**src/rtl/fp_add_seq.sv**
```systemverilog
// fp_add_seq: sequential floating-point adder (capture, align, add, normalize), truncating, no rounding.
// Define FP_ADD_SEQ_FAST_ALIGN_EN for single-cycle barrel-shift alignment instead of serial shifting.
module fp_add_seq #(
   parameter int WIDTH = 48,
   parameter int EXP_W = 8
) (
   input  logic             CLK,
   input  logic             RST,
   input  logic             in_valid,
   output logic             in_ready,
   input  logic             a_s,
   input  logic             b_s,
   input  logic [EXP_W-1:0] a_e,
   input  logic [EXP_W-1:0] b_e,
   input  logic [WIDTH-1:0] a_m,
   input  logic [WIDTH-1:0] b_m,
   output logic             out_valid,
   input  logic             out_ready,
   output logic             z_s,
   output logic [EXP_W-1:0] z_e,
   output logic [WIDTH-1:0] z_m,
   output logic             ovf,
   output logic             busy
);
   typedef enum logic [2:0] {IDLE, ALIGN, ADD, NORM, DONE} state_t;

   state_t           state_reg, state_next;
   logic             l_s_reg, l_s_next;
   logic             sub_reg, sub_next;
   logic [EXP_W-1:0] exp_reg, exp_next;
   logic [EXP_W-1:0] d_reg, d_next;
   logic [WIDTH-1:0] l_m_reg, l_m_next;
   logic [WIDTH-1:0] s_m_reg, s_m_next;
   logic [WIDTH:0]   sum_reg, sum_next;
   logic             z_s_reg, z_s_next;
   logic [EXP_W-1:0] z_e_reg, z_e_next;
   logic [WIDTH-1:0] z_m_reg, z_m_next;
   logic             ovf_reg, ovf_next;

   logic a_larger;
   logic d_big;

   // Larger-magnitude operand becomes L; ties go to a so equal operands subtract to zero.
   assign a_larger = (a_e > b_e) || ((a_e == b_e) && (a_m >= b_m));
   assign d_big    = 32'(d_reg) >= 32'(WIDTH);

   assign z_s = z_s_reg;
   assign z_e = z_e_reg;
   assign z_m = z_m_reg;
   assign ovf = ovf_reg;

   always_comb begin
      state_next = state_reg;
      l_s_next   = l_s_reg;
      sub_next   = sub_reg;
      exp_next   = exp_reg;
      d_next     = d_reg;
      l_m_next   = l_m_reg;
      s_m_next   = s_m_reg;
      sum_next   = sum_reg;
      z_s_next   = z_s_reg;
      z_e_next   = z_e_reg;
      z_m_next   = z_m_reg;
      ovf_next   = ovf_reg;
      in_ready   = (state_reg == IDLE);
      out_valid  = (state_reg == DONE);
      busy       = (state_reg != IDLE);

      case (state_reg)
         IDLE: begin
            if (in_valid) begin
               l_s_next   = a_larger ? a_s : b_s;
               sub_next   = a_s ^ b_s;
               exp_next   = a_larger ? a_e : b_e;
               l_m_next   = a_larger ? a_m : b_m;
               s_m_next   = a_larger ? b_m : a_m;
               d_next     = a_larger ? (a_e - b_e) : (b_e - a_e);
               ovf_next   = 1'b0;
               state_next = ALIGN;
            end
         end
         ALIGN: begin
`ifdef FP_ADD_SEQ_FAST_ALIGN_EN
            s_m_next   = d_big ? '0 : (s_m_reg >> d_reg);
            d_next     = '0;
            state_next = ADD;
`else
            if (d_big) begin
               s_m_next   = '0;
               d_next     = '0;
               state_next = ADD;
            end else if (d_reg != '0) begin
               s_m_next = {1'b0, s_m_reg[WIDTH-1:1]};
               d_next   = d_reg - 1'b1;
            end else begin
               state_next = ADD;
            end
`endif
         end
         ADD: begin
            sum_next   = sub_reg ? ({1'b0, l_m_reg} - {1'b0, s_m_reg})
                                 : ({1'b0, l_m_reg} + {1'b0, s_m_reg});
            state_next = NORM;
         end
         NORM: begin
            if (sum_reg[WIDTH]) begin
               if (exp_reg == '1) begin
                  z_s_next   = l_s_reg;
                  z_e_next   = '1;
                  z_m_next   = '0;
                  ovf_next   = 1'b1;
                  state_next = DONE;
               end else begin
                  sum_next = {1'b0, sum_reg[WIDTH:1]};
                  exp_next = exp_reg + 1'b1;
               end
            end else if (sum_reg == '0) begin
               z_s_next   = 1'b0;
               z_e_next   = '0;
               z_m_next   = '0;
               state_next = DONE;
            end else if (!sum_reg[WIDTH-1] && (exp_reg != '0)) begin
               sum_next = {sum_reg[WIDTH-1:0], 1'b0};
               exp_next = exp_reg - 1'b1;
            end else begin
               // Also the exponent-floor exit: mantissa may be left unnormalized at z_e=0.
               z_s_next   = l_s_reg;
               z_e_next   = exp_reg;
               z_m_next   = sum_reg[WIDTH-1:0];
               state_next = DONE;
            end
         end
         DONE: begin
            if (out_ready) state_next = IDLE;
         end
         default: state_next = IDLE;
      endcase
   end

   always_ff @(posedge CLK) begin
      if (!RST) begin
         state_reg <= IDLE;
         l_s_reg   <= 1'b0;
         sub_reg   <= 1'b0;
         exp_reg   <= '0;
         d_reg     <= '0;
         l_m_reg   <= '0;
         s_m_reg   <= '0;
         sum_reg   <= '0;
         z_s_reg   <= 1'b0;
         z_e_reg   <= '0;
         z_m_reg   <= '0;
         ovf_reg   <= 1'b0;
      end else begin
         state_reg <= state_next;
         l_s_reg   <= l_s_next;
         sub_reg   <= sub_next;
         exp_reg   <= exp_next;
         d_reg     <= d_next;
         l_m_reg   <= l_m_next;
         s_m_reg   <= s_m_next;
         sum_reg   <= sum_next;
         z_s_reg   <= z_s_next;
         z_e_reg   <= z_e_next;
         z_m_reg   <= z_m_next;
         ovf_reg   <= ovf_next;
      end
   end
endmodule

```
**config.mk**
```make
export PLATFORM = sky130hd
export DESIGN_NAME = fp_add_seq
export DESIGN_NICKNAME = d
export VERILOG_FILES = /design/src/rtl/fp_add_seq.sv
export SDC_FILE = /design/constraint.sdc
export NUM_CORES = 1
export LEC_CHECK = 0
export BUFFER_PORTS_ARGS = -buffer_cell sky130_fd_sc_hd__buf_2
export CAP_MARGIN = 0
export CELL_PAD_IN_SITES_DETAIL_PLACEMENT = 1
export CELL_PAD_IN_SITES_GLOBAL_PLACEMENT = 1
export CORE_AREA = 2 2 269 271
export CTS_CLUSTER_DIAMETER = 30
export DETAILED_ROUTE_END_ITERATION = 8
export DIE_AREA = 0 0 271 273
export PLACE_DENSITY = 0.5
export SLEW_MARGIN = 25
export SYNTH_ARGS = -nofsm -noshare
export SYNTH_HDL_FRONTEND = slang
export SYNTH_SLANG_ARGS = --single-unit
```
**constraint.sdc**
```tcl
create_clock -name CLK -period 4.9 [get_ports CLK]
set_input_delay 0.49 -clock CLK [delete_from_list [all_inputs] [get_ports CLK]]
set_output_delay 0.49 -clock CLK [all_outputs]
set_load 0.01 [all_outputs]
```
==> impl_results.md <==
- Io pins: 179
- Cells after Synth: 2194
- Max incr delay on CP: 0.51 ns
- Hold crit path type: in2reg
- Vias in the first global route: 17616
- DRC: 0
- Clk_lat worst skew: 0.59 ns
- Pwr per Cell Area: 547 mW/mm^2
- Worst-Margin Slew: 0.785 ns
- Layout cells sized above 1: 17.1%
- Vias: 17044
- Sequential power share: 22.2%
- Worst IR drop on VDD: 0.229 mV
- Post-Syn Area per Cell: 7.40 um^2
- Combinational share of power: 39.8%
- Minimum clock period: 4.71 ns
- H-tree depth: 3
- CP bufs+invs: 0
- Delay-heaviest family, CP: simple AND/OR/NAND/NOR gates
- Layout Area Growth over Synthesis: 27.2%
- Setup CP Type: reg2reg
- Compound-Gate Fraction of Synth Area: 30.6%
- Syn_nets: 2435
- Max Cap Viol: 0
- Total GRT Usage: 18.1%
- Post-route cell area: 0.0207 mm^2
- Die ar.: 0.0740 mm^2
- TNS Setup: 0 ns
- Max Root-Sink Buffers: 3
- Cell Rows: 98
- Grt total ovfl: 0
- Die width: 271 um
- Drt first pass iters: 8
- Most used cell, CP: nand2_1
- Area taken by flip-flops and latches: 0.00448 mm^2
- Fillcell total: 8488
- Seq cells post-synth: 224
- Final Max Slew Viols: 0
- CTS Buf Count: 69
- Layout Skew: 0.0214 ns
- Switching part of the total: 39.4%
- Async SR Flop Fraction: 0%
- Cell breakdown of the critical path: or4_4 -> or3_4 -> or3_1 -> and4bb_4 -> nor2b_1 -> nor2_1 -> xnor2_1 -> ha_1 -> and2_1 -> nand2_1 -> nand2_1 -> a221o_1 -> nor4bb_4 -> a211oi_1 -> o21ai_0 -> or3b_2 -> a22oi_1
- Dominant register cell in the synthesized netlist: dfxtp_1
- Yosys warning count: 0
- Clock Power Share: 38.1%
- Routed Wire Length: 68200 um
- Clock Sinks: 224
- IO buf count: 178
- Worst path slowest cell: or4_4
- Area of the multi-input gates: 0.0109 mm^2
- Static Leak: 8.69 nW
- Type of origin of the critical path: register
- Ant diodes: 0
- Drt via density: 5.09
- Crit-path max FO: 5
- Hold Vio Cnt, Final: 0
- Final setup viols: 0
- Net count, final: 2587
- CORE AREA: 0.0710 mm^2
- Max reg flops: 49
- Pint: 6.85 mW
- TritonCTS clock tree: built
- Post-route insts no fill: 3347
- Reg clk slew, reported paths: 0.04 ns
- Largest net degree at the start of global routing: 59
- Placed instance area: 0.0183 mm^2
- Routed wire per std cell: 20.4 um
- Global-route wire length before repair: 106000 um
- Register area share after synthesis: 27.6%
- CTS Hold Bufs: 0
- NetSw: 4.46 mW
- RSZ-0062 raised after global routing: false
- Fmax: 212 MHz
- Iter 0 DRT Violations: 1176
- Multiplexer share of the synthesized area: 0.508%
- Crit path DAT: 5.20 ns
- Height of the die: 273 um
- DRT antenna net count: 0
- Adder-cell area share of the yosys netlist: 9.66%
- Root Buffer Master: clkbuf_16
- Detailed placement HPWL: 52400 um
- XOR/XNOR Fraction of Synth Area: 4.53%
- Worst hold slack: 0.208 ns
- CP Capture Type: register
- Initial antenna violation count: 0
- Post-Synth Simple-Gate Area: 21.1%
- Outcome: finished clean
- Final GP Congestion: 0.798
- Placed cell count: 3223
- Final worst-path cycle share: 96.1%
- Number of synthesized flops with an enable pin: 0
- Cell area after synthesis: 0.0162 mm^2
- Slew headroom: 47.2%
- WP data required: 5.39 ns
- Main combinational cell family by area after synthesis: compound AO/OA/AOI/OAI gates
- Initial core utilization: 22.9%
- Post-synth cell types: 74
[final cells by class]
type	count	area share (%)
sequential	224	21.7
timing repair buffer	241	6.79
clock buffer	96	9.68
clock inverter	26	1.42
tap	950	5.75
multi-input combinational	1714	52.9
inverter	96	1.76
[cells in the final DEF, fill, tap and decap left out, types with 13 or more instances in the layout]
master / instances
xor2_1: 24
nand4_1: 19
a222oi_1: 33
nor4_1: 19
and3_1: 19
a22o_1: 29
clkbuf_16: 70
nor3_1: 42
clkbuf_8: 15
a21oi_1: 236
nand3_1: 123
and2_1: 17
nand2_1: 259
ha_1: 119
o21ai_0: 163
nor2b_1: 13
buf_4: 61
xnor2_1: 60
a311oi_1: 54
a211oi_1: 34
inv_1: 94
dfxtp_1: 224
a21o_1: 39
a31oi_1: 13
nor2_1: 174
buf_2: 177
o21a_1: 51
o221a_2: 13
[tightest hold or removal path, delay by kind of cell]
family | cells | cell delay, ns
compound gates | 1 | 0.08
buf+inv | 1 | 0.12
simple gates | 1 | 0.05
[worst paths after layout]
check	cells after the start	slack [ns]	from	end
min reg2reg	2	0.45	z_m[19]$_SDFFE_PN0P_	z_m[19]$_SDFFE_PN0P_
min	3	0.21	a_m[41]	l_m_reg[41]$_SDFFE_PN0P_
max	17	0.19	s_m_reg[13]$_SDFFE_PN0P_	sum_reg[44]$_SDFFE_PN0P_
max reg2reg	17	0.19	s_m_reg[13]$_SDFFE_PN0P_	sum_reg[44]$_SDFFE_PN0P_
[power by group through the flow]
stage	logic, mW	registers, mW	clock network (mW)
finish	4.50	2.50	4.30
global route	5.03	2.55	4.49
CTS	4.49	2.50	4.38
detailed placement	4.45	2.53	0
global placement	4.39	2.52	0
floorplan	3.10	2.35	0
[repair_timing]
action / in CTS / in global routing
resized for setup: 1 / 12
endpoints found under the setup margin: 1 / 7
pin swaps: 0 / 3
buffers inserted: 0 / 2
[cell families after synthesis]
group	after synthesis
xor gates and xnor gates	84
AOI/OAI and AO/OA	757
buffers and inverters	256
muxes	8
adders and majority gates	123
DFF	224
and+or+nand+nor	742
[cell usage after synthesis (all sizes together) (33+ instances only)]
master  instances  area share (%)
ha            119             9.2
nor2          175             4.0
a211oi         36             1.7
xnor2          60             3.2
a311oi         54             2.9
dfxtp         224              28
o21a           51             2.4
nand2         262             6.1
a222oi         33             2.0
nand3         125             3.9
clkbuf        131             3.0
nor3           45             1.4
a21oi         240             7.4
inv            96             2.2
a21o           39             1.8
o21ai         165             5.1
[per-layer routing]
metal	vias to the layer above	share of wire (%)	global-route usage, %
li1	8377	-	-
met1	8237	51	25.8
met2	349	44	28.4
met3	81	3.4	2.38
met4	0	2.0	5.19
met5	-	0	0
[stage by stage]
| stage | power (mW) | utilization [%] | setup WS [ns] |
|---|---|---|---|
| 2_1_floorplan | 5.45 | - | 0.394 |
| 4_1_cts | 11.4 | 29.0 | 0.0458 |
| 3_3_place_gp | 6.91 | 25.8 | 0.120 |
| 3_5_place_dp | 6.98 | 25.8 | 0.00676 |
| 6_report | 11.3 | 29.1 | 0.190 |
| 5_1_grt | 12.1 | 29.1 | 0.00321 |
No activity file was read; power rests on OpenSTA's default activity.
